$ cat src/rtl/round_key_store.sv
// Round key register file: captures the expanded key schedule once and
// replays it forward (encrypt) or reverse (decrypt) over a valid/ready stream.
`timescale 1ns/1ps
module round_key_store #(
    parameter int KEY_S = 128,
    parameter int NR    = 10
) (
    input  logic             clk,
    input  logic             reset,
    input  logic             w_e,
    input  logic [3:0]       round_no,
    input  logic [0:KEY_S-1] round_key,
    input  logic             key_done,
    input  logic             rd_start,
    input  logic             rd_dir,
    output logic [0:KEY_S-1] key_o,
    output logic [3:0]       key_round,
    output logic             key_valid,
    input  logic             key_ready,
    output logic             key_last,
    output logic             keys_valid,
    output logic             busy
);

    localparam logic [3:0] LAST = 4'(NR);

    typedef enum logic [1:0] {
        IDLE,
        READY,
        READING
    } state_t;

    state_t           state_q, state_d;
    logic [NR:0]      mask_q, mask_d;
    logic [0:KEY_S-1] mem_q [0:NR];
    logic [0:KEY_S-1] key_q, key_d;
    logic [3:0]       rnd_q, rnd_d;
    logic             dir_q, dir_d;

    logic wr_ok;
    logic abort;
    logic start;
    logic xfer;
    logic last;
    logic full;

    assign wr_ok = w_e && (round_no <= LAST);
    assign abort = w_e && (round_no == 4'd0);
    assign start = (state_q == READY) && rd_start && !w_e;
    assign xfer  = (state_q == READING) && key_ready;
    assign last  = (state_q == READING)
                && (dir_q ? (rnd_q == 4'd0) : (rnd_q == LAST));
    assign full  = &mask_d;

    // Storage has no reset; the mask alone tracks which entries are live.
    always_ff @(posedge clk) begin
        if (wr_ok) begin
            mem_q[round_no] <= round_key;
        end
    end

    always_comb begin
        mask_d = mask_q;
        if (abort) begin
            mask_d = {{NR{1'b0}}, 1'b1};
        end else if (wr_ok) begin
            mask_d[round_no] = 1'b1;
        end
    end

    always_ff @(posedge clk) begin
        if (reset) begin
            state_q <= IDLE;
            mask_q  <= '0;
            key_q   <= '0;
            rnd_q   <= '0;
            dir_q   <= 1'b0;
        end else begin
            state_q <= state_d;
            mask_q  <= mask_d;
            key_q   <= key_d;
            rnd_q   <= rnd_d;
            dir_q   <= dir_d;
        end
    end

    always_comb begin
        state_d = state_q;
        if (abort) begin
            state_d = IDLE;
        end else begin
            unique case (state_q)
                IDLE:    if (key_done && full) state_d = READY;
                READY:   if (start) state_d = READING;
                READING: if (xfer && last) state_d = READY;
                default: state_d = IDLE;
            endcase
        end
    end

    // Pointer doubles as key_round; the key is fetched for the next index.
    always_comb begin
        key_d = key_q;
        rnd_d = rnd_q;
        dir_d = dir_q;
        if (start) begin
            dir_d = rd_dir;
            rnd_d = rd_dir ? LAST : 4'd0;
            key_d = mem_q[rnd_d];
        end else if (xfer && !last && !abort) begin
            rnd_d = dir_q ? (rnd_q - 4'd1) : (rnd_q + 4'd1);
            key_d = mem_q[rnd_d];
        end
    end

    always_comb begin
        busy       = (state_q == READING);
        key_valid  = (state_q == READING);
        keys_valid = (state_q != IDLE);
        key_last   = last;
        key_o      = key_q;
        key_round  = rnd_q;
    end

endmodule

$ cat config.mk
export PLATFORM = sky130hd
export DESIGN_NAME = round_key_store
export DESIGN_NICKNAME = d
export VERILOG_FILES = /design/src/rtl/round_key_store.sv
export SDC_FILE = /design/constraint.sdc
export NUM_CORES = 2
export LEC_CHECK = 0
export BUFFER_PORTS_ARGS = -buffer_cell sky130_fd_sc_hd__buf_4
export CELL_PAD_IN_SITES_DETAIL_PLACEMENT = 1
export CELL_PAD_IN_SITES_GLOBAL_PLACEMENT = 1
export CORE_AREA = 2 2 331 333
export DETAILED_ROUTE_END_ITERATION = 10
export DIE_AREA = 0 0 333 335
export PLACE_DENSITY = 0.82
export SYNTH_ARGS = -nofsm -noshare
export SYNTH_HDL_FRONTEND = slang
export SYNTH_SLANG_ARGS = --single-unit
$ cat constraint.sdc
create_clock -name clk -period 27.3 [get_ports clk]
set_input_delay 0 -clock clk [delete_from_list [all_inputs] [get_ports clk]]
set_output_delay 0 -clock clk [all_outputs]
set_load 0.01 [all_outputs]
==> impl_metrics.env <==
export IMPL_crit_chain="inv_1 > fa_4 > buf_4 > buf_4 > buf_4 > mux4_2 > nand2_1 > and3_1 > o32ai_1"
export IMPL_path_delay_family="buffers and inverters"
export IMPL_clk_latency_ns=0.76
export IMPL_cp_arrival_ns=7.06
export IMPL_cts_root_buf="clkbuf_16"
export IMPL_r2r_cells=9
export IMPL_r2r_end="key_o[51]$_SDFFE_PP0P_"
export IMPL_grt_max_degree=185
export IMPL_drive_above_1_share_pct=21.6
export IMPL_layout_common_cells="edfxtp_1 (1408), nor2_1 (341), buf_4 (323), mux2i_1 (289), a21oi_1 (260)"
export IMPL_nFillCells=9198
export IMPL_path_buf_inv=4
export IMPL_critPathLaunch="key_round[0]$_SDFFE_PP0P_"
export IMPL_async_reset_ff_share_pct=0
export IMPL_cpMostUsedCell="buf_4"
export IMPL_core_um2=108000
export IMPL_synth_seq_area_share_pct=74.0
export IMPL_cts_buffers=157
export IMPL_finClkSkew_ns=0.0221
export IMPL_viasPerCell=6.50
export IMPL_finalHoldViolations=0
export IMPL_wl_per_cell_um=31.8
export IMPL_dieArea_um2=112000
export IMPL_hp_start="round_key[68]"
export IMPL_final_common_cell="edfxtp_1"
export IMPL_outcome="completed"
export IMPL_ant_nets=0
export IMPL_route_detailed_drc=0
export IMPL_worstPathRequired_ns=27.94
export IMPL_ys_warn_count=0
export IMPL_ys_ff_latch=1554
export IMPL_cts_clk_slew_worst_paths_ns=0.06
export IMPL_crit_path_end_kind="register"
export IMPL_crit_fanout=85
export IMPL_synth_cell_types=51
export IMPL_drtIter0Drc=3355
export IMPL_place_detailed_hpwl_mm=85.9
export IMPL_die_h_um=335
export IMPL_cts_tree="yes"
export IMPL_startpoint_type="register"
export IMPL_cpMaxStageDelayCell="fa_4"
export IMPL_grt_pass1_vias=38600
export IMPL_max_vdd_ir_drop_mv=0.0502
export IMPL_fmax_mhz=156
export IMPL_cts_htree_levels=4
export IMPL_overflow=0
export IMPL_die_w_um=333
export IMPL_antenna_found_initial=13
export IMPL_worstSetupPathType="reg -> reg"
export IMPL_holdPathStages=2
export IMPL_fin_hold_ws_ns=0.0409
export IMPL_vias=35400
export IMPL_syn_inst=3492
export IMPL_dp_cells=5005
export IMPL_finalCriticalPeriod_ns=6.42
export IMPL_cts_resized=0
export IMPL_rsz0062_at_grt="no"
export IMPL_setup_violations=0
export IMPL_rows=121
export IMPL_fin_cells=5442
export IMPL_grt_pass1_wl_mm=254
export IMPL_syn_num_nets=3634
export IMPL_drt_wl_total_mm=173
export IMPL_hold_path_end="mem_q[8][59]$_DFFE_PP_"
export IMPL_r2r_start="key_round[0]$_SDFFE_PP0P_"
export IMPL_synth_area_per_cell_um2=17.5
export IMPL_synth_ff_type="edfxtp_1"
export IMPL_gr_usage_all_layers_pct=31.1
export IMPL_clk_path_buf_depth=3
export IMPL_slew_limit_headroom_pct=13.5
export IMPL_holdCritPathClass="in -> reg"
export IMPL_portBuffers=274
export IMPL_p_leak_uw=0.0243
export IMPL_firstDrtPassIters=6
export IMPL_maxCapViolCount=0
export IMPL_p_per_area_nw_per_um2=69.0
export IMPL_nets=4034
export IMPL_fin_util_pct=65.7
export IMPL_cts_sinks=1554
export IMPL_globalplace_congestion=0.745
export IMPL_start_util_pct=56.5
export IMPL_min_period_over_period_pct=23.5
export IMPL_synth_edf_count=1408
export IMPL_area_growth_pct=16.2
export IMPL_ioPinCount=275
export IMPL_slowest_delay_ns=1.43
export IMPL_syn_area_um2=61100
export IMPL_slew_viol_final=0
export IMPL_tns_ns=0
export IMPL_reg2reg_slack_ns=20.88
export IMPL_worstMarginPinSlew_ns=1.30
==> per-layer routing <==
| layer | global-route usage (%) | wire length, um | vias up |
|---|---|---|---|
| met2 | 53.5 | 89600 | 1718 |
| li1 | - | - | 14600 |
| met1 | 39.6 | 64800 | 18600 |
| met3 | 5.04 | 12200 | 393 |
| met4 | 13.0 | 6250 | 12 |
| met5 | 0 | 80 | - |
==> what timing repair did <==
item	4_1_cts	5_1_grt
endpoints found under the hold margin	1526	0
hold buffers	142	0
buffers inserted	0	0
==> worst register-to-register path, cell delays in order (launching register included) <==
cell	delay, ns
dfxtp_4	0.82
inv_1	0.21
fa_4	1.43
buf_4	1.01
buf_4	0.88
buf_4	0.92
mux4_2	0.40
nand2_1	0.07
and3_1	0.26
o32ai_1	0.32
==> state kept, by name, indices dropped and copies added, names as in the netlist <==
| name | cells |
|---|---|
| mem_q | 1408 |
| key_o | 128 |
| mask_q | 11 |
| key_round | 4 |
| state_q | 2 |
| dir_q | 1 |
==> through the flow <==
stage,setup WS [ns],power (uW),cell area [um^2]
6_report,20.88,4900,71000
5_1_grt,20.60,5020,71000
4_1_cts,20.96,4920,71000
3_5_place_dp,21.01,2810,64600
3_3_place_gp,21.27,2800,64600
2_1_floorplan,16.18,2750,61100
==> kinds of logic (layout without fill, tap and decap cells) <==
logic type      after synthesis  after routing  synth area share (%)
fa+ha+maj                     3              3                0.0737
other cells                   0             11                     0
buf+inv                     239            764                  1.66
xor+xnor                      3              3                0.0430
compound gates              437            437                  5.07
simple gates                709            709                  4.97
flops                      1554           1554                  74.0
mux                         547            547                  14.2
==> report_power, final <==
group | switching, uW | total [uW] | internal (uW)
logic | 82.4 | 133 | 50.3
clock network | 886 | 2120 | 1230
registers | 14.5 | 2650 | 2640
==> cells in the mapped netlist (33+ instances only) <==
cell	instances	area (um^2)
nand2_1	205	769
and3_1	101	632
mux4_2	256	5770
nor3_1	33	165
buf_2	53	265
a21oi_1	262	1310
edfxtp_1	1408	42300
o32ai_1	67	587
clkbuf_1	150	563
mux2i_1	289	2890
nor2_1	345	1290
dfxtp_1	146	2920
==> how the worst max path moves through the flow <==
| stage | end | cells after the start | slack, ns |
|---|---|---|---|
| 6_report | key_o[51]$_SDFFE_PP0P_ | 9 | 20.88 |
| 5_1_grt | key_o[51]$_SDFFE_PP0P_ | 9 | 20.60 |
| 2_1_floorplan | state_q[0]$_SDFFE_PP0P_ | 6 | 16.18 |
| 3_5_place_dp | key_o[54]$_SDFFE_PP0P_ | 9 | 21.01 |
| 3_3_place_gp | key_o[50]$_SDFFE_PP0P_ | 9 | 21.27 |
| 4_1_cts | key_o[60]$_SDFFE_PP0P_ | 9 | 20.96 |
==> area by class of cell <==
| type | instances | area (um^2) | share of cell area [%] |
|---|---|---|---|
| inverters | 8 | 35.0 | 0.0493 |
| diodes | 11 | 27.5 | 0.0388 |
| clock buffers | 212 | 4330 | 6.10 |
| flip-flops and latches | 1554 | 45200 | 63.6 |
| multi-input cells | 1699 | 15000 | 21.1 |
| well taps | 1414 | 1770 | 2.49 |
| clock inverters | 72 | 671 | 0.944 |
| repair buffers | 472 | 3970 | 5.59 |
Note: power is estimated with default switching activity, not from simulation.
